$ cat src/rtl/mem_arbiter_if.sv
// mem_arbiter_if
// Bundles every handshake and bus signal of the two-port memory arbiter into
// one interface. Clock and reset are kept outside the bundle.
//
// Port summary (signal names are the arbiter's external port names):
//   Fetch port : if_req, if_addr -> arbiter ; if_gnt, if_valid, if_rdata <- arbiter
//   Data port  : d_req, d_we, d_ctrl, d_addr, d_wdata -> arbiter ;
//                d_gnt, d_valid, d_rdata <- arbiter
//   Status     : timeout_err <- arbiter
//   Memory     : mem_req, mem_we, mem_ctrl, mem_addr, mem_wdata <- arbiter ;
//                mem_rdata, mem_ready -> arbiter
//
// Modports:
//   slave  - the arbiter itself
//   master - the surroundings (requesters plus memory), e.g. a testbench
interface mem_arbiter_if #(
  parameter int WIDTH = 64
);

  logic             if_req;
  logic [WIDTH-1:0] if_addr;
  logic             if_gnt;
  logic             if_valid;
  logic [WIDTH-1:0] if_rdata;

  logic             d_req;
  logic             d_we;
  logic [2:0]       d_ctrl;
  logic [WIDTH-1:0] d_addr;
  logic [WIDTH-1:0] d_wdata;
  logic             d_gnt;
  logic             d_valid;
  logic [WIDTH-1:0] d_rdata;

  logic             timeout_err;

  logic             mem_req;
  logic             mem_we;
  logic [2:0]       mem_ctrl;
  logic [WIDTH-1:0] mem_addr;
  logic [WIDTH-1:0] mem_wdata;
  logic [WIDTH-1:0] mem_rdata;
  logic             mem_ready;

  modport slave (
    input  if_req, if_addr,
    output if_gnt, if_valid, if_rdata,
    input  d_req, d_we, d_ctrl, d_addr, d_wdata,
    output d_gnt, d_valid, d_rdata,
    output timeout_err,
    output mem_req, mem_we, mem_ctrl, mem_addr, mem_wdata,
    input  mem_rdata, mem_ready
  );

  modport master (
    output if_req, if_addr,
    input  if_gnt, if_valid, if_rdata,
    output d_req, d_we, d_ctrl, d_addr, d_wdata,
    input  d_gnt, d_valid, d_rdata,
    input  timeout_err,
    input  mem_req, mem_we, mem_ctrl, mem_addr, mem_wdata,
    output mem_rdata, mem_ready
  );

endinterface

$ cat src/rtl/mem_arbiter.sv
// mem_arbiter
// Shares one memory port between an instruction-fetch requester and a data
// requester. A three-state FSM (IDLE -> BUSY -> RESP -> IDLE) accepts one
// access at a time, holds it on the memory port until mem_ready, and returns
// the read data to the owner with a one-cycle valid pulse. If the memory
// stays silent for TIMEOUT BUSY cycles the access is aborted with a
// timeout_err pulse and a zero-data valid pulse to the owner. All outputs
// come straight from registers.
//
// Parameters:
//   WIDTH   - address/data width
//   TIMEOUT - BUSY cycles allowed before abort (>= 1)
//
// Ports:
//   clk - rising-edge clock
//   rst - synchronous active-high reset
//   bus - mem_arbiter_if.slave carrying the fetch, data and memory signals
//
// Build option:
//   MEM_ARBITER_RR_EN - when defined, simultaneous requests are resolved
//   round-robin (the port not granted last wins). When undefined, the data
//   port always wins a collision and there is no pointer state.
module mem_arbiter #(
  parameter int WIDTH   = 64,
  parameter int TIMEOUT = 255
) (
  input logic          clk,
  input logic          rst,
  mem_arbiter_if.slave bus
);

  localparam int CW = (TIMEOUT < 2) ? 1 : $clog2(TIMEOUT);

  typedef enum logic [1:0] {
    IDLE = 2'd0,
    BUSY = 2'd1,
    RESP = 2'd2
  } state_t;

  state_t           r_state;
  logic             r_owner_d;
  logic [CW-1:0]    r_cnt;

  logic             r_if_gnt;
  logic             r_if_valid;
  logic [WIDTH-1:0] r_if_rdata;
  logic             r_d_gnt;
  logic             r_d_valid;
  logic [WIDTH-1:0] r_d_rdata;
  logic             r_timeout_err;
  logic             r_mem_req;
  logic             r_mem_we;
  logic [2:0]       r_mem_ctrl;
  logic [WIDTH-1:0] r_mem_addr;
  logic [WIDTH-1:0] r_mem_wdata;

  logic             w_any_req;
  logic             w_pick_d;

  assign w_any_req = bus.d_req | bus.if_req;

`ifdef MEM_ARBITER_RR_EN
  // r_ptr_d = 1 means the data port is preferred on the next collision.
  logic r_ptr_d;
  assign w_pick_d = bus.d_req & (~bus.if_req | r_ptr_d);
`else
  assign w_pick_d = bus.d_req;
`endif

  // Main controller: arbitration in IDLE, holding the access on the memory
  // port in BUSY with a cycle budget, and one response cycle in RESP. Every
  // pulse output defaults low each cycle and is raised only by the branch
  // that owns it. A timed-out access returns straight to IDLE, so its pulse
  // cycle is already a new arbitration cycle.
  always_ff @(posedge clk) begin
    if (rst) begin
      r_state       <= IDLE;
      r_owner_d     <= 1'b0;
      r_cnt         <= '0;
      r_if_gnt      <= 1'b0;
      r_if_valid    <= 1'b0;
      r_if_rdata    <= '0;
      r_d_gnt       <= 1'b0;
      r_d_valid     <= 1'b0;
      r_d_rdata     <= '0;
      r_timeout_err <= 1'b0;
      r_mem_req     <= 1'b0;
      r_mem_we      <= 1'b0;
      r_mem_ctrl    <= '0;
      r_mem_addr    <= '0;
      r_mem_wdata   <= '0;
`ifdef MEM_ARBITER_RR_EN
      r_ptr_d       <= 1'b1;
`endif
    end else begin
      r_if_gnt      <= 1'b0;
      r_d_gnt       <= 1'b0;
      r_if_valid    <= 1'b0;
      r_d_valid     <= 1'b0;
      r_if_rdata    <= '0;
      r_d_rdata     <= '0;
      r_timeout_err <= 1'b0;
      case (r_state)
        IDLE: begin
          if (w_any_req) begin
            r_state   <= BUSY;
            r_cnt     <= '0;
            r_mem_req <= 1'b1;
            r_owner_d <= w_pick_d;
`ifdef MEM_ARBITER_RR_EN
            r_ptr_d   <= ~w_pick_d;
`endif
            if (w_pick_d) begin
              r_d_gnt     <= 1'b1;
              r_mem_we    <= bus.d_we;
              r_mem_ctrl  <= bus.d_ctrl;
              r_mem_addr  <= bus.d_addr;
              r_mem_wdata <= bus.d_wdata;
            end else begin
              r_if_gnt    <= 1'b1;
              r_mem_we    <= 1'b0;
              r_mem_ctrl  <= 3'b010;
              r_mem_addr  <= bus.if_addr;
              r_mem_wdata <= '0;
            end
          end
        end
        BUSY: begin
          // mem_ready is checked first so a completion arriving in the
          // last budgeted cycle beats the timeout.
          if (bus.mem_ready) begin
            r_state   <= RESP;
            r_mem_req <= 1'b0;
            if (r_owner_d) begin
              r_d_valid <= 1'b1;
              r_d_rdata <= r_mem_we ? '0 : bus.mem_rdata;
            end else begin
              r_if_valid <= 1'b1;
              r_if_rdata <= bus.mem_rdata;
            end
          end else if (r_cnt == CW'(TIMEOUT - 1)) begin
            r_state       <= IDLE;
            r_mem_req     <= 1'b0;
            r_timeout_err <= 1'b1;
            if (r_owner_d) begin
              r_d_valid <= 1'b1;
            end else begin
              r_if_valid <= 1'b1;
            end
          end else begin
            r_cnt <= r_cnt + CW'(1);
          end
        end
        RESP: begin
          r_state <= IDLE;
        end
        default: begin
          r_state <= IDLE;
        end
      endcase
    end
  end

  assign bus.if_gnt      = r_if_gnt;
  assign bus.if_valid    = r_if_valid;
  assign bus.if_rdata    = r_if_rdata;
  assign bus.d_gnt       = r_d_gnt;
  assign bus.d_valid     = r_d_valid;
  assign bus.d_rdata     = r_d_rdata;
  assign bus.timeout_err = r_timeout_err;
  assign bus.mem_req     = r_mem_req;
  assign bus.mem_we      = r_mem_we;
  assign bus.mem_ctrl    = r_mem_ctrl;
  assign bus.mem_addr    = r_mem_addr;
  assign bus.mem_wdata   = r_mem_wdata;

endmodule

$ cat src/flat_wrapper.sv
// flat-port wrapper written by rule: the top's interface ports become plain ports
module mem_arbiter_flat 
#(
  parameter int WIDTH   = 64,
  parameter int TIMEOUT = 255
)
  (clk, rst, bus_if_req, bus_if_addr, bus_if_gnt, bus_if_valid, bus_if_rdata, bus_d_req, bus_d_we, bus_d_ctrl, bus_d_addr, bus_d_wdata, bus_d_gnt, bus_d_valid, bus_d_rdata, bus_timeout_err, bus_mem_req, bus_mem_we, bus_mem_ctrl, bus_mem_addr, bus_mem_wdata, bus_mem_rdata, bus_mem_ready);
  mem_arbiter_if #(.WIDTH(WIDTH)) bus_i ();
  input logic clk;
  input logic rst;
  input wire logic [$bits(bus_i.if_req)-1:0] bus_if_req;
  input wire logic [$bits(bus_i.if_addr)-1:0] bus_if_addr;
  output wire logic [$bits(bus_i.if_gnt)-1:0] bus_if_gnt;
  output wire logic [$bits(bus_i.if_valid)-1:0] bus_if_valid;
  output wire logic [$bits(bus_i.if_rdata)-1:0] bus_if_rdata;
  input wire logic [$bits(bus_i.d_req)-1:0] bus_d_req;
  input wire logic [$bits(bus_i.d_we)-1:0] bus_d_we;
  input wire logic [$bits(bus_i.d_ctrl)-1:0] bus_d_ctrl;
  input wire logic [$bits(bus_i.d_addr)-1:0] bus_d_addr;
  input wire logic [$bits(bus_i.d_wdata)-1:0] bus_d_wdata;
  output wire logic [$bits(bus_i.d_gnt)-1:0] bus_d_gnt;
  output wire logic [$bits(bus_i.d_valid)-1:0] bus_d_valid;
  output wire logic [$bits(bus_i.d_rdata)-1:0] bus_d_rdata;
  output wire logic [$bits(bus_i.timeout_err)-1:0] bus_timeout_err;
  output wire logic [$bits(bus_i.mem_req)-1:0] bus_mem_req;
  output wire logic [$bits(bus_i.mem_we)-1:0] bus_mem_we;
  output wire logic [$bits(bus_i.mem_ctrl)-1:0] bus_mem_ctrl;
  output wire logic [$bits(bus_i.mem_addr)-1:0] bus_mem_addr;
  output wire logic [$bits(bus_i.mem_wdata)-1:0] bus_mem_wdata;
  input wire logic [$bits(bus_i.mem_rdata)-1:0] bus_mem_rdata;
  input wire logic [$bits(bus_i.mem_ready)-1:0] bus_mem_ready;
  assign bus_i.if_req = bus_if_req;
  assign bus_i.if_addr = bus_if_addr;
  assign bus_if_gnt = bus_i.if_gnt;
  assign bus_if_valid = bus_i.if_valid;
  assign bus_if_rdata = bus_i.if_rdata;
  assign bus_i.d_req = bus_d_req;
  assign bus_i.d_we = bus_d_we;
  assign bus_i.d_ctrl = bus_d_ctrl;
  assign bus_i.d_addr = bus_d_addr;
  assign bus_i.d_wdata = bus_d_wdata;
  assign bus_d_gnt = bus_i.d_gnt;
  assign bus_d_valid = bus_i.d_valid;
  assign bus_d_rdata = bus_i.d_rdata;
  assign bus_timeout_err = bus_i.timeout_err;
  assign bus_mem_req = bus_i.mem_req;
  assign bus_mem_we = bus_i.mem_we;
  assign bus_mem_ctrl = bus_i.mem_ctrl;
  assign bus_mem_addr = bus_i.mem_addr;
  assign bus_mem_wdata = bus_i.mem_wdata;
  assign bus_i.mem_rdata = bus_mem_rdata;
  assign bus_i.mem_ready = bus_mem_ready;
  mem_arbiter #(.WIDTH(WIDTH), .TIMEOUT(TIMEOUT)) u_core (.clk(clk), .rst(rst), .bus(bus_i));
endmodule
$ cat config.mk
export PLATFORM = sky130hd
export DESIGN_NAME = mem_arbiter_flat
export DESIGN_NICKNAME = d
export VERILOG_FILES = /design/src/rtl/mem_arbiter_if.sv /design/src/rtl/mem_arbiter.sv /design/src/flat_wrapper.sv
export SDC_FILE = /design/constraint.sdc
export NUM_CORES = 1
export LEC_CHECK = 0
export ABC_AREA = 1
export CORE_AREA = 2 2 205 207
export DETAILED_ROUTE_END_ITERATION = 16
export DIE_AREA = 0 0 207 209
export PLACE_DENSITY = 0.55
export SKIP_CTS_REPAIR_TIMING = 1
export SYNTH_ARGS = -nofsm -noshare
export SYNTH_HDL_FRONTEND = slang
export SYNTH_SLANG_ARGS = --single-unit
$ cat constraint.sdc
create_clock -name clk -period 2.4 [get_ports clk]
set_input_delay 0.24 -clock clk [delete_from_list [all_inputs] [get_ports clk]]
set_output_delay 0.24 -clock clk [all_outputs]
set_load 0.02 [all_outputs]
Word level (Yosys, flattened, before mapping). Index checks and enable logic that the tools add are counted.

Bits of input ports: 265. Register bits after elaboration: 277. Output and inout bits: 266. Logic and storage cells: 64.

Reductions and logical operators: 11. Equal/unequal tests: 6. Add/subtract/negate cells: 1. Muxes and demuxes: 25. Bitwise gates (word level): 6.

Operators with widths (number): 64-bit 2-to-1 mux (2); 8-bit 2-to-1 mux (3); 8-bit case mux with 2 select lines (1); 1-bit 2-to-1 mux (13); 8-bit by 1-bit adder with 8-bit output, second input constant (1); 8-bit equality test, second input constant (1); 2-bit 2-to-1 mux (3); 3-bit OR reduction (2); 1-bit NOT (5); 5-bit OR reduction (1); 2-bit != test, second input constant (2); 2-bit case mux with 2 select lines (1); 2-bit AND reduction (2); 4-bit AND reduction (1); 4-bit OR reduction (1); 3-bit 2-to-1 mux (1); 3-bit by 2-bit != test with 1-bit output, second input constant (1); 3-bit AND reduction (1); 2-bit by 1-bit equality test with 1-bit output, second input constant (1); 2-bit zero test (1); 2-bit by 1-bit != test with 1-bit output, second input constant (1); 1-bit case mux with 2 select lines (1); 2-bit nonzero test (1); 2-bit OR reduction (1); 1-bit OR (1).

Longest topological paths before layout. Gate-level depths: netlist of the first run.

Depth after elaboration: 4. Depth in mapped cells: 10. Depth with buffers taken out: 10.

Worst setup path before layout of the first run. Ideal clock, no wire load.

Path type: reg-to-reg. Start point: register u_core.r_cnt[0]. End point: register u_core.r_cnt[5]. Cell stages (with the launch flop): 11. Path slack: 1111 ps. Clock period less this slack: 1289 ps. Buffers on the path: 0. Data required time: 2287 ps. Arrival: 1176 ps. Library setup time: 113 ps. Cell sequence: dfxtp_1 inv_1 ha_1 inv_1 nor2_1 nand2_1 nand2_2 nand2_2 nand2_1 nand2_1 nor2_1.

Cells in the longest elaborated chain, start to end: 4. Elaborated cells between the ends (all ways): 7. Classes of those cells: add/sub (1); eq/ne (2); mux (3); reduce/logical (1).

Ends and longest elaborated chain: start: declaration (line mem_arbiter.sv:42) `logic [CW-1:0] r_cnt;`; start signal: assignment (line mem_arbiter.sv:151) `r_cnt <= r_cnt + CW'(1);`; 8-bit by 1-bit adder with 8-bit output (line mem_arbiter.sv:151); 8-bit 2-to-1 mux (line mem_arbiter.sv:141) `end else if (r_cnt == CW'(TIMEOUT - 1)) begin`; 8-bit 2-to-1 mux (line mem_arbiter.sv:131) `if (bus.mem_ready) begin`; 8-bit case mux with 2 select lines (line mem_arbiter.sv:103) `case (r_state)`.

Several ways; a longest one is shown, not always the timed one. The select of a mux whose other input is x is not followed. A chain may end at the register's enable or synchronous reset.

Worst setup path in the final report of the first run.
Start point: register u_core.r_state[1]. End point: register u_core.r_cnt[5].

Cells in the longest elaborated chain, start to end: 3. Elaborated cells between the ends (all ways): 8. Classes of those cells: eq/ne (4); mux (1); reduce/logical (3).

Ends and longest elaborated chain: start: declaration (line mem_arbiter.sv:40) `state_t r_state;`; start signal: assignment (line mem_arbiter.sv:77) `r_state <= IDLE;`; start signal: assignment (line mem_arbiter.sv:106) `r_state <= BUSY;`; start signal: assignment (line mem_arbiter.sv:132) `r_state <= RESP;`; 2-bit by 1-bit equality test with 1-bit output or 2-bit zero test (tied branches) (line mem_arbiter.sv:103); 2-bit != test (no source line), or another cell as far along; 4-bit AND reduction (no source line).

Several ways; a longest one is shown, not always the timed one.

==> results.txt, run 1 <==
The row count is between 70 and 80. The critical path goes through nor2_2, nand2_1, nand2_4, inv_2, nand2_2, nand2_1, nand2_1, nor2_1. The source of the critical timing path is u_core.r_state[1]$_SDFFE_PP0P_. The count of port buffers added during placement is 530. The worst path in the final design needs a cycle of 1890 ps, including I/O delays and setup. The routability congestion estimate from global placement is 0.799. The delay of the slowest cell on the worst path came out at between 300 and 400 ps.

The met1 wire length came out at 12700 µm. The synthesized design contains 0 enable-type register cells. The floorplan step defined a die boundary enclosing 43300 µm². The per-instance average area after synthesis came out at 8.96 µm². After legalization and detailed placement, the total HPWL measured 24300 µm. The worst flop-to-flop path endpoint is u_core.r_cnt[5]$_SDFFE_PP0P_. STA classifies the critical path endpoint as a flip-flop. For this run, the leading register cell type out of synthesis is dfxtp_1. The die outline width is 207 µm. The synthesized flop and latch total came out at 277. The mapped cell area is 9230 µm². The library cell with the highest instance count after synthesis is dfxtp_1. The leakage power summed over all cells is 6.47 nW. The fraction of synthesis flops using an asynchronous set or reset pin came out at 0. The met3 wirelength from detailed routing is 2840 µm. For this design the total switching power over the nets is 0.00295 W.

The number of clock buffers inserted by TritonCTS came out at 30. The net count of the mapped netlist came out at 1297. The top cell type by total area after synthesis is dfxtp_1. The detailed route wirelength on metal2 came out at 16300 µm. The arrival time of data at the critical path endpoint is 2330 ps. The instance count after placement with tap cells included is slightly above 2000. The worst setup path is of the flip-flop to flip-flop kind. The clock tree from TritonCTS is done.

In the final timing run, aggregate negative setup slack is 0 ps. The setup slack of the worst register-to-register path is 510 ps. The via count of the first global-routing pass is 8345.

The number of max-cap violations is 0. The uppermost layer routed is met5. The number of instances in the synthesized netlist came out at 1030. The die is 209 µm tall. The clock network fraction of design power is 0.419. The starting density of the core is 0.224. The maximum clock rate came out at 530 MHz. The aggregate global routing overflow is 0.

In the post-synthesis netlist, the biggest area contributors are dfxtp_1 60%, mux2i_1 6.9%, nor2_1 5.9%. The number of H-tree levels is 1. The final worst-path cycle share came out at 0.787.

The number of cells traversed by the worst register-to-register path is 8. Setup repair after global routing left no endpoint under its margin. The post-synthesis cell type count came out at 26. The synthesis-to-finish area growth came out at 74.6%. The internal power component is 0.00884 W.

0 antenna diodes ended up in the layout. The final count of negative-setup-slack endpoints came out at 0. The maximum fanout along the worst path came out at 31. The cell with the largest stage delay on the worst path is nor2_2. Of the synthesized area, sequential elements account for 0.601.

The library cell appearing most often on the critical path is nand2_1. The slew at the pin with the worst max-slew slack came out at around 580 ps. The buffer depth of the longest clock path is 3. Clock-pin slew was measured on the worst setup and hold paths at 60 ps. Clock latency on the worst-skew pair, taken at its later pin, is roughly 570 ps.

The required time of the worst setup path came out at 2850 ps. The final net count came out at around 1800. By count the netlist is led by 277 x dfxtp_1, 146 x nor2_1, 142 x nand2_1. For this design the ratio of total power to cell area is roughly 730 nW/µm². The number of DRC markers after the initial detailed-route iteration came out at 331. The largest voltage drop on the vdd net is between 400 and 500 µV. The flow ran to the end, and the final reports show no timing, DRC or antenna violations.

The worst clock skew is 20.8 ps. The share of the synthesized area in the top cell type came out at 0.601. The final non-filler cell total is between 2000 and 2500. The headroom to the max-slew limit came out at 0.613. The global-route wire length before repair is 49100 µm. The number of synthesis warnings came out at 0. The switching fraction of total power is 0.250.

The number of remaining DRC errors is 0. The share of total power dissipated in sequential elements is 0.420. The number of nets with antenna violations after routing came out at 0. The clock root buffer is clkbuf_16. The final number of hold-violating endpoints was 0. The critical path endpoint is u_core.r_cnt[5]$_SDFFE_PP0P_. The worst setup path is launched from a flip-flop. The worst register-to-register path begins at u_core.r_state[1]$_SDFFE_PP0P_. The initial antenna violation count is 2.

The logic gate share of total power came out at 0.161. The detailed-route wire length came out at 32700 µm. The TritonCTS sink count came out at between 200 and 300. Entering global routing, the biggest net connects 111 pins.

The average wire length per cell after detail routing came out at 15.6 µm. The count of TritonRoute iterations in the first routing pass is 4. For this run, the total global-route usage over all layers was measured as 0.143.

The final route contains 8569 vias. The number of top-level design ports came out at 531. In the final layout, the share of cells above drive strength 1 is 0.0506. The floorplan step defined a core boundary enclosing 41300 µm².

The worst hold path belongs to the class input port to flip-flop. The max-slew violation count is 0. In the routed layout, each cell is associated on average with a via count of 4.08.
-- state kept, by name (all words and copies together) (netlist names) --
| register | flops |
|---|---|
| u_core.bus.if_rdata | 64 |
| u_core.bus.mem_ctrl | 3 |
| u_core.bus.d_rdata | 64 |
| u_core.r_state | 2 |
| u_core.bus.d_gnt | 1 |
| u_core.bus.d_valid | 1 |
| u_core.bus.mem_addr | 64 |
| u_core.bus.mem_wdata | 64 |
| u_core.bus.timeout_err | 1 |
| u_core.bus.mem_we | 1 |
| u_core.r_cnt | 8 |
| u_core.bus.if_valid | 1 |
| u_core.bus.mem_req | 1 |
| u_core.r_owner_d | 1 |
| u_core.bus.if_gnt | 1 |
-- worst max-delay path, delay by kind of cell (launching register included) --
family	cells	cell delay, ps
AND/OR/NAND/NOR	7	1150
flip-flops	1	320
buffers and inverters	1	260
-- power groups by stage --
stage,Clock [W],Combinational (W),Sequential (W)
after global placement,0,0.00191,0.00505
after CTS,0.00509,0.00192,0.00496
after global routing,0.00527,0.00204,0.00499
final,0.00494,0.00189,0.00496
after detailed placement,0,0.00192,0.00505
after floorplan,0,0.000543,0.00534
-- cells in the final DEF (no fill, tap or decap), drive strengths merged --
master / n
clkdlybuf4s50: 529
dfxtp: 277
nor2: 149
nand2: 147
o21ai: 108
a21oi: 96
inv: 75
mux2i: 64
clkbuf: 41
nand3: 34
buf: 15
clkinv: 11
bufinv: 5
o21bai: 2
nand4: 2
nor3: 2
ha: 2
nand3b: 1
nor4: 1
and3: 1
-- routing by layer --
layer | global-route usage | vias to the layer above
met2 | 0.257 | 350
met1 | 0.160 | 3831
li1 | - | 4334
met4 | 0.0389 | 2
met5 | 0 | -
met3 | 0.0479 | 52
-- worst min-delay path by stage --
stage                     slack (ps)                                     to  depth (start not counted)                                  start
after floorplan                  320      u_core.bus.timeout_err$_SDFF_PP0_                          1                          bus_mem_ready
after global placement           450  u_core.bus.mem_wdata[19]$_SDFFE_PP0P_                          2  u_core.bus.mem_wdata[19]$_SDFFE_PP0P_
after detailed placement         450  u_core.bus.mem_wdata[12]$_SDFFE_PP0P_                          2  u_core.bus.mem_wdata[12]$_SDFFE_PP0P_
after CTS                        110  u_core.bus.mem_wdata[19]$_SDFFE_PP0P_                          3                              bus_d_req
after global routing             140   u_core.bus.mem_wdata[3]$_SDFFE_PP0P_                          3                              bus_d_req
final                            140   u_core.bus.mem_wdata[3]$_SDFFE_PP0P_                          3                              bus_d_req
-- per-stage QoR --
stage	instance area, µm²	utilization	setup slack [ps]	power [W]	hold slack [ps]
final	16100	0.390	512	0.0118	140
after global routing	16100	0.390	336	0.0123	141
after CTS	16100	0.390	431	0.0120	112
after detailed placement	15100	0.365	363	0.00697	453
after global placement	15100	0.365	393	0.00696	449
after floorplan	9230	-	1110	0.00588	319
-- cell type report --
| cell class | instances | area, µm² |
|---|---|---|
| Tap cell | 539 | 674 |
| Fill cell | 4186 | 25200 |
| Clock buffer | 41 | 862 |
| Sequential cell | 277 | 5550 |
| Multi-Input combinational cell | 609 | 3070 |
| Timing Repair Buffer | 544 | 5470 |
| Inverter | 77 | 290 |
| Clock inverter | 14 | 206 |
-- cell families (layout without fill, tap and decap cells) --
logic type,after synthesis,count (layout),synth area share
buffers and inverters,144,676,0.0678
and+or+nand+nor,337,337,0.146
adders and majority gates,2,2,0.00271
muxes,64,64,0.0694
AOI/OAI and AO/OA,206,206,0.113
DFF,277,277,0.601
(Power assumes the default switching activity.)
==> run 2, diff against run 1 <==
- CORE_AREA: 2 2 205 207 -> 2 2 206 208
- DIE_AREA: 0 0 207 209 -> 0 0 208 210
- PLACE_DENSITY: 0.55 -> 0.57
- clock period: 2.4 -> 1.6 ns (I/O delays scaled with it)
==> results.txt, run 2 (synthesized netlist as in run 1, its figures left out) <==
Routability-driven placement finished with a final weighted congestion of roughly 0.81. The die extent in y came out at 210 µm. The count of port buffers added during placement came out at 530. The total area inside the core boundary comes to 41500 µm². The placed wire-length estimate after detailed placement is 24700 µm. For the final database, setup skew stands at 10.4 ps. The final count of negative-setup-slack endpoints came out at 0. The largest voltage drop on the vdd net came out at approximately 610 µV. The source of the critical timing path is u_core.r_state[0]$_SDFFE_PP0P_. The critical setup path kind is flip-flop to flip-flop. The worst hold margin came out at -11.7 ps. The tightest min-delay check is of the input port to flip-flop type. The power share of the sequential group is 0.419.

The overall die area came out at 43700 µm². Dividing total power by cell area gives a power density of 1030 nW/µm². The logic gate share of total power came out at 0.165. Walking the worst path, the cells encountered are nor2_4, nand2_1, nand2_4, buf_4, clkbuf_16, o21ai_0. The row count is 75. The average wire length per cell after detail routing is 15.7 µm. The area after detailed placement is 15300 µm².

Internal power comes to 0.0133 W. The buffer depth of the longest clock path is 3. The number of max-cap violations came out at 0. The final number of hold-violating endpoints was 1.

The final worst-path cycle share is 0.925. TritonCTS built the clock tree. The instance count after placement with tap cells included is 2071. CTS saw between 200 and 300 sinks. The global routing stage identified its most utilized layer as met2.

The routing usage on met3 came out at 0.0384. The largest net degree at the start of global routing came out at 82. At the worst endpoint, the required time is 2040 ps.

The slew at the pin with the worst max-slew slack came out at approximately 360 ps. In this run the critical register-to-register path is launched from u_core.r_state[0]$_SDFFE_PP0P_. The maximum clock rate came out at around 680 MHz.

The switching fraction of total power came out at 0.253. The number of top-level design ports is 531. STA classifies the critical path startpoint as a flip-flop. Among all stages on the critical path, the largest delay is contributed by dfxtp_1. The count of TritonRoute iterations in the first routing pass came out at 4.

The max-slew violation count came to 0. Setup repair after global routing could not meet its margin everywhere. The number of clock buffers inserted by TritonCTS came out at 30. The die outline width is 208 µm. The time the final worst path needs with I/O delays and setup came out at between 1000 and 1500 ps.

The starting density of the core is 0.223. The clock network fraction of design power is 0.416. The final reports fail on hold timing. The hold path startpoint is bus_d_req.

The library cell used most frequently in the layout, excluding fill and tap cells, is dfxtp_1. The kind of end point of the critical path is a flip-flop. The arrival time of data at the critical path endpoint came out at 1920 ps. The fraction of layout cells with a size suffix above 1 is 0.0716. The insertion delay of the later-clocked pin in the worst-skew pair is 550 ps. In the routed design, unresolved DRC markers number 0.

Along the worst path, the maximum fanout reaches 31. In the layout the commonest cells are 277 x dfxtp_1, 265 x dlymetal6s2s_1, 263 x clkdlybuf4s50_1, 145 x nor2_1, 140 x nand2_1. The initial antenna violation count was 0. The number of diodes is 0.

In this run the power spent charging and discharging nets is 0.00449 W. The post-route standard cell area excluding fillers came out at 17200 µm². The aggregate global routing overflow came out at 0. The final net count came out at 1836.

The total via count in the routed design came out at 8811. The delay of the slowest cell on the worst path came out at 340 ps. The count of nets left with antenna violations once routing finished came out at 0. The number of H-tree levels is 1.

The fill cell total of the finished layout is 4049. For this block, the initial DRC count from the detailed router was 320. The via count of the first global-routing pass came out at 8795. The final-layout setup total negative slack came out at 0 ps. The via count normalized by instance count came out at slightly above 4.

The leakage power summed over all cells came out at 11.2 nW. The first global-routing pass estimated 49200 µm of wire. The global-route usage over all layers came out at 0.141.

Summed over all layers, the routed wires come to ~34000 µm. The flow ran to the end, but the final reports show violations. After clock tree synthesis, the clock-pin slew on the worst setup and hold paths is 60 ps. The final non-filler cell total is 2132. The met1 capacity usage during global routing is 0.156. The utilization after layout came out at 0.414. The clock root buffer is clkbuf_16. The headroom to the max-slew limit is 0.758. From synthesis to final layout, the design area changed by 85.8%. The global-route track usage on met2 came out at 0.260.
[run 2: critical path, delay by kind of cell, from the launching register on]
kind                   cells  cell delay (ps)
and+or+nand+nor            3              520
DFF                        1              340
AOI/OAI and AO/OA          1              110
buffers and inverters      2              380
[run 2: power groups by stage]
| stage | Sequential [W] | Combinational, W | Clock (W) |
|---|---|---|---|
| 6_report | 0.00743 | 0.00293 | 0.00738 |
| 5_1_grt | 0.00747 | 0.00314 | 0.00787 |
| 4_1_cts | 0.00745 | 0.00298 | 0.00763 |
| 3_5_place_dp | 0.00759 | 0.00296 | 0 |
| 3_3_place_gp | 0.00758 | 0.00295 | 0 |
| 2_1_floorplan | 0.00800 | 0.000815 | 0 |
[run 2: path summary, 6_finish.rpt]
kind	end	slack [ps]	cells after the start
worst max-delay path	u_core.bus.mem_wdata[41]$_SDFFE_PP0P_	120	6
worst min-delay path	u_core.r_owner_d$_SDFFE_PP0P_	-10	3
worst max register to register	u_core.bus.mem_wdata[41]$_SDFFE_PP0P_	120	6
worst min register to register	u_core.bus.mem_wdata[13]$_SDFFE_PP0P_	460	2
[run 2: metal layers]
metal  wire, µm  vias up
li1           -     4397
met1      13200     3989
met2      16900      371
met3       2510       54
met4        931        0
met5          0        -
[run 2: area by class of cell]
| type | count | area, µm² | area share |
|---|---|---|---|
| clock buffers | 42 | 887 | 0.0517 |
| clock inverters | 14 | 181 | 0.0106 |
| inverters | 77 | 289 | 0.0169 |
| multi-input cells | 609 | 3090 | 0.180 |
| flip-flops and latches | 277 | 5550 | 0.323 |
| well taps | 539 | 674 | 0.0393 |
| repair buffers | 574 | 6480 | 0.378 |
[run 2: through the flow]
step | power, W | worst slack (ps)
4_1_cts | 0.0181 | -274
3_5_place_dp | 0.0105 | -55.4
2_1_floorplan | 0.00882 | 311
6_report | 0.0177 | 121
3_3_place_gp | 0.0105 | -26.3
5_1_grt | 0.0185 | -2.48
==> run 3, diff against run 2 <==
- SKIP_CTS_REPAIR_TIMING: 1 -> unset
==> results.txt, run 3 (synthesized netlist as in run 1, its figures left out) <==
The flow ran to the end, and the final reports show no timing, DRC or antenna violations. The area of the core region is between 40000 and 50000 µm². For this run, design rule violations remaining after detail routing come to 0. The leakage power summed over all cells came out at 7.77 nW. The number of cells traversed by the worst register-to-register path came out at 6.

The final worst-path cycle share is 0.935. The synthesis-to-finish area growth came out at 74.7%. Counting along the longest clock path gives a buffer depth of 3.

The initial antenna violation count came out at 0. The slew at the pin with the worst max-slew slack is 365 ps. The kind of path behind the tightest hold check is input port to flip-flop. The cell with the largest stage delay on the worst path is dfxtp_1.

The worst hold margin came out at 154 ps. The library cell used most frequently in the layout, excluding fill and tap cells, is dfxtp_1. The required time of the worst setup path came out at 1440 ps. The TritonCTS sink count came out at 277.

The arrival time of data at the critical path endpoint came out at 1340 ps. The number of max-cap violations is 0. The repair_antennas step left the layout with diodes totalling 0. After detailed routing, the average wire length per cell comes to 15.4 µm. TritonCTS built the clock tree. Of the cells placed in the final design, the portion with a size suffix greater than 1 is 0.0704.

The row count is 75. The critical path startpoint category is a flip-flop. The starting density of the core came out at 0.223. The number of top-level design ports came out at 531.

The worst setup path is of the flip-flop to output port kind. Setup violations remaining at the end of the flow were counted as 0. For this run, the detailed router's first-pass iteration total came to 4. For this run, the share of the core covered by cells in the final layout is 0.389. The routed layout has between 8000 and 9000 vias. The later pin in the worst-skew pair is clocked with a latency of between 500 and 600 ps. The global-route track usage on met2 came out at 0.259. The die extent in y came out at roughly 210 µm. The final net count is 1835.

Traced cell by cell, the critical path runs through dlygate4sd2_1. The combined buffer and inverter count along the critical path came out at 1. Prior to clock tree synthesis, the placed netlist has a worst setup slack of -55.4 ps. Entering global routing, the biggest net connects 82 pins. The final number of hold-violating endpoints is 0.

The time the final worst path needs with I/O delays and setup came out at 1500 ps. In the layout the commonest cells are 276 x dfxtp_1, 265 x dlygate4sd2_1, 263 x clkdlybuf4s50_1, 145 x nor2_1, 141 x nand2_1. Broken down by cell family, the worst path's largest delay share belongs to flip-flops. The first global-routing pass estimated 49200 µm of wire.

The worst hold path was traced through 3 stages. The clock-pin slew on the worst setup and hold paths is 60 ps. Once detailed placement completed, the half-perimeter wirelength came to 24700 µm. For met3 alone, demand over resource in global routing was 0.0378.

The number of H-tree levels is 1. The detailed-route wire length is 32800 µm. The number of DRC markers after the initial detailed-route iteration is 302. The max-slew violation count came out at 0. The met1 capacity usage during global routing is 0.156. STA classifies the critical path endpoint as an output port. The worst clock skew is 10.8 ps. The via count of the first global-routing pass is 8820. After global routing the overflow that remains totals 0. The depth of the critical timing path with buffers and inverters included came out at 1. The maximum fanout along the worst path is 3. The die outline width came out at 208 µm. The total power divided by cell area is 1090 nW/µm². The largest voltage drop on the vdd net is 602 µV. The headroom to the max-slew limit came out at 0.757. The worst setup slack after layout is 104 ps. Clock tree synthesis inserted a total of 30 buffers.

In this design, the stage delay of the slowest critical-path cell is 400 ps. Input and output buffers added on the ports amount to 530. The via count normalized by instance count came out at 4.10. In this run the remaining antenna-violating nets after routing total 0. In the global route stage, overall resource usage came out at 0.141.

The overall die area is approximately 44000 µm². The routability congestion estimate from global placement is 0.808. Setup repair after global routing could not meet its margin everywhere. The maximum clock rate came out at between 600 and 700 MHz. The cell sitting at the root of the clock tree is a clkbuf_16. The layer flagged by global routing as most heavily used is met2.
[run 3: cell types whose count changed in the layout (fill, tap and decap cells not counted), sizes merged]
cell,delta
clkbuf,-1
buf,-1
dlygate4sd3,+1
dlymetal6s2s,-265
dlygate4sd2,+265
[run 3: final timing paths]
path                                           endpoint  slack (ps)                                  start
setup / recovery                             bus_mem_we         100         u_core.bus.mem_we$_SDFFE_PP0P_
hold / removal       u_core.bus.if_rdata[56]$_SDFF_PP0_         150                      bus_mem_rdata[56]
setup reg to reg       u_core.bus.d_rdata[0]$_SDFF_PP0_         120         u_core.r_state[0]$_SDFFE_PP0P_
hold reg to reg   u_core.bus.mem_wdata[61]$_SDFFE_PP0P_         460  u_core.bus.mem_wdata[61]$_SDFFE_PP0P_
[run 3: cell type report]
class                      count  area, µm²
clock buffer                  42        887
clock inverter                14        181
fill                        4264      25300
inverter                      77        289
multi-input combinational    609       3090
sequential                   277       5550
tap                          539        674
timing repair buffer         573       5470
[run 3: what timing repair did]
item                                    in CTS  in global routing
pin swaps                                    0                  1
buffers inserted                             0                  3
hold endpoints to repair                     1                  0
resized for setup                          266                  6
hold buffers                                 1                  0
endpoints found under the setup margin     338                 28
cloned                                       0                  0
[run 3: per-layer routing]
| layer | up-vias | share of wire |
|---|---|---|
| met5 | - | 0 |
| met4 | 0 | 0.029 |
| met3 | 51 | 0.074 |
| met2 | 366 | 0.50 |
| met1 | 3923 | 0.40 |
| li1 | 4398 | - |
[run 3: worst register-to-register path, stage by stage, from the launching register on]
cell     delay (ps)
dfxtp_1         370
nand2_1         200
nor2_1          250
nand3_2         150
buf_12          190
buf_12          150
nor2_1          110
[run 3: report_power, final]
part           internal, W  leakage [nW]  switching, W  total, W
clock network      0.00451         0.534       0.00286   0.00737
registers          0.00726          2.26      0.000169   0.00743
logic              0.00129          4.97       0.00143   0.00272
[run 3: metrics by stage]
| step | TNS, ps | total power [W] | cell area (µm²) | instances |
|---|---|---|---|---|
| floorplan | 0 | 0.00882 | 9230 | 1030 |
| CTS | 0 | 0.0178 | 16100 | 2128 |
| global placement | -121 | 0.0105 | 15300 | 2071 |
| finish | 0 | 0.0175 | 16100 | 2131 |
| global route | -44.0 | 0.0183 | 16100 | 2131 |
| detailed placement | -918 | 0.0105 | 15300 | 2071 |
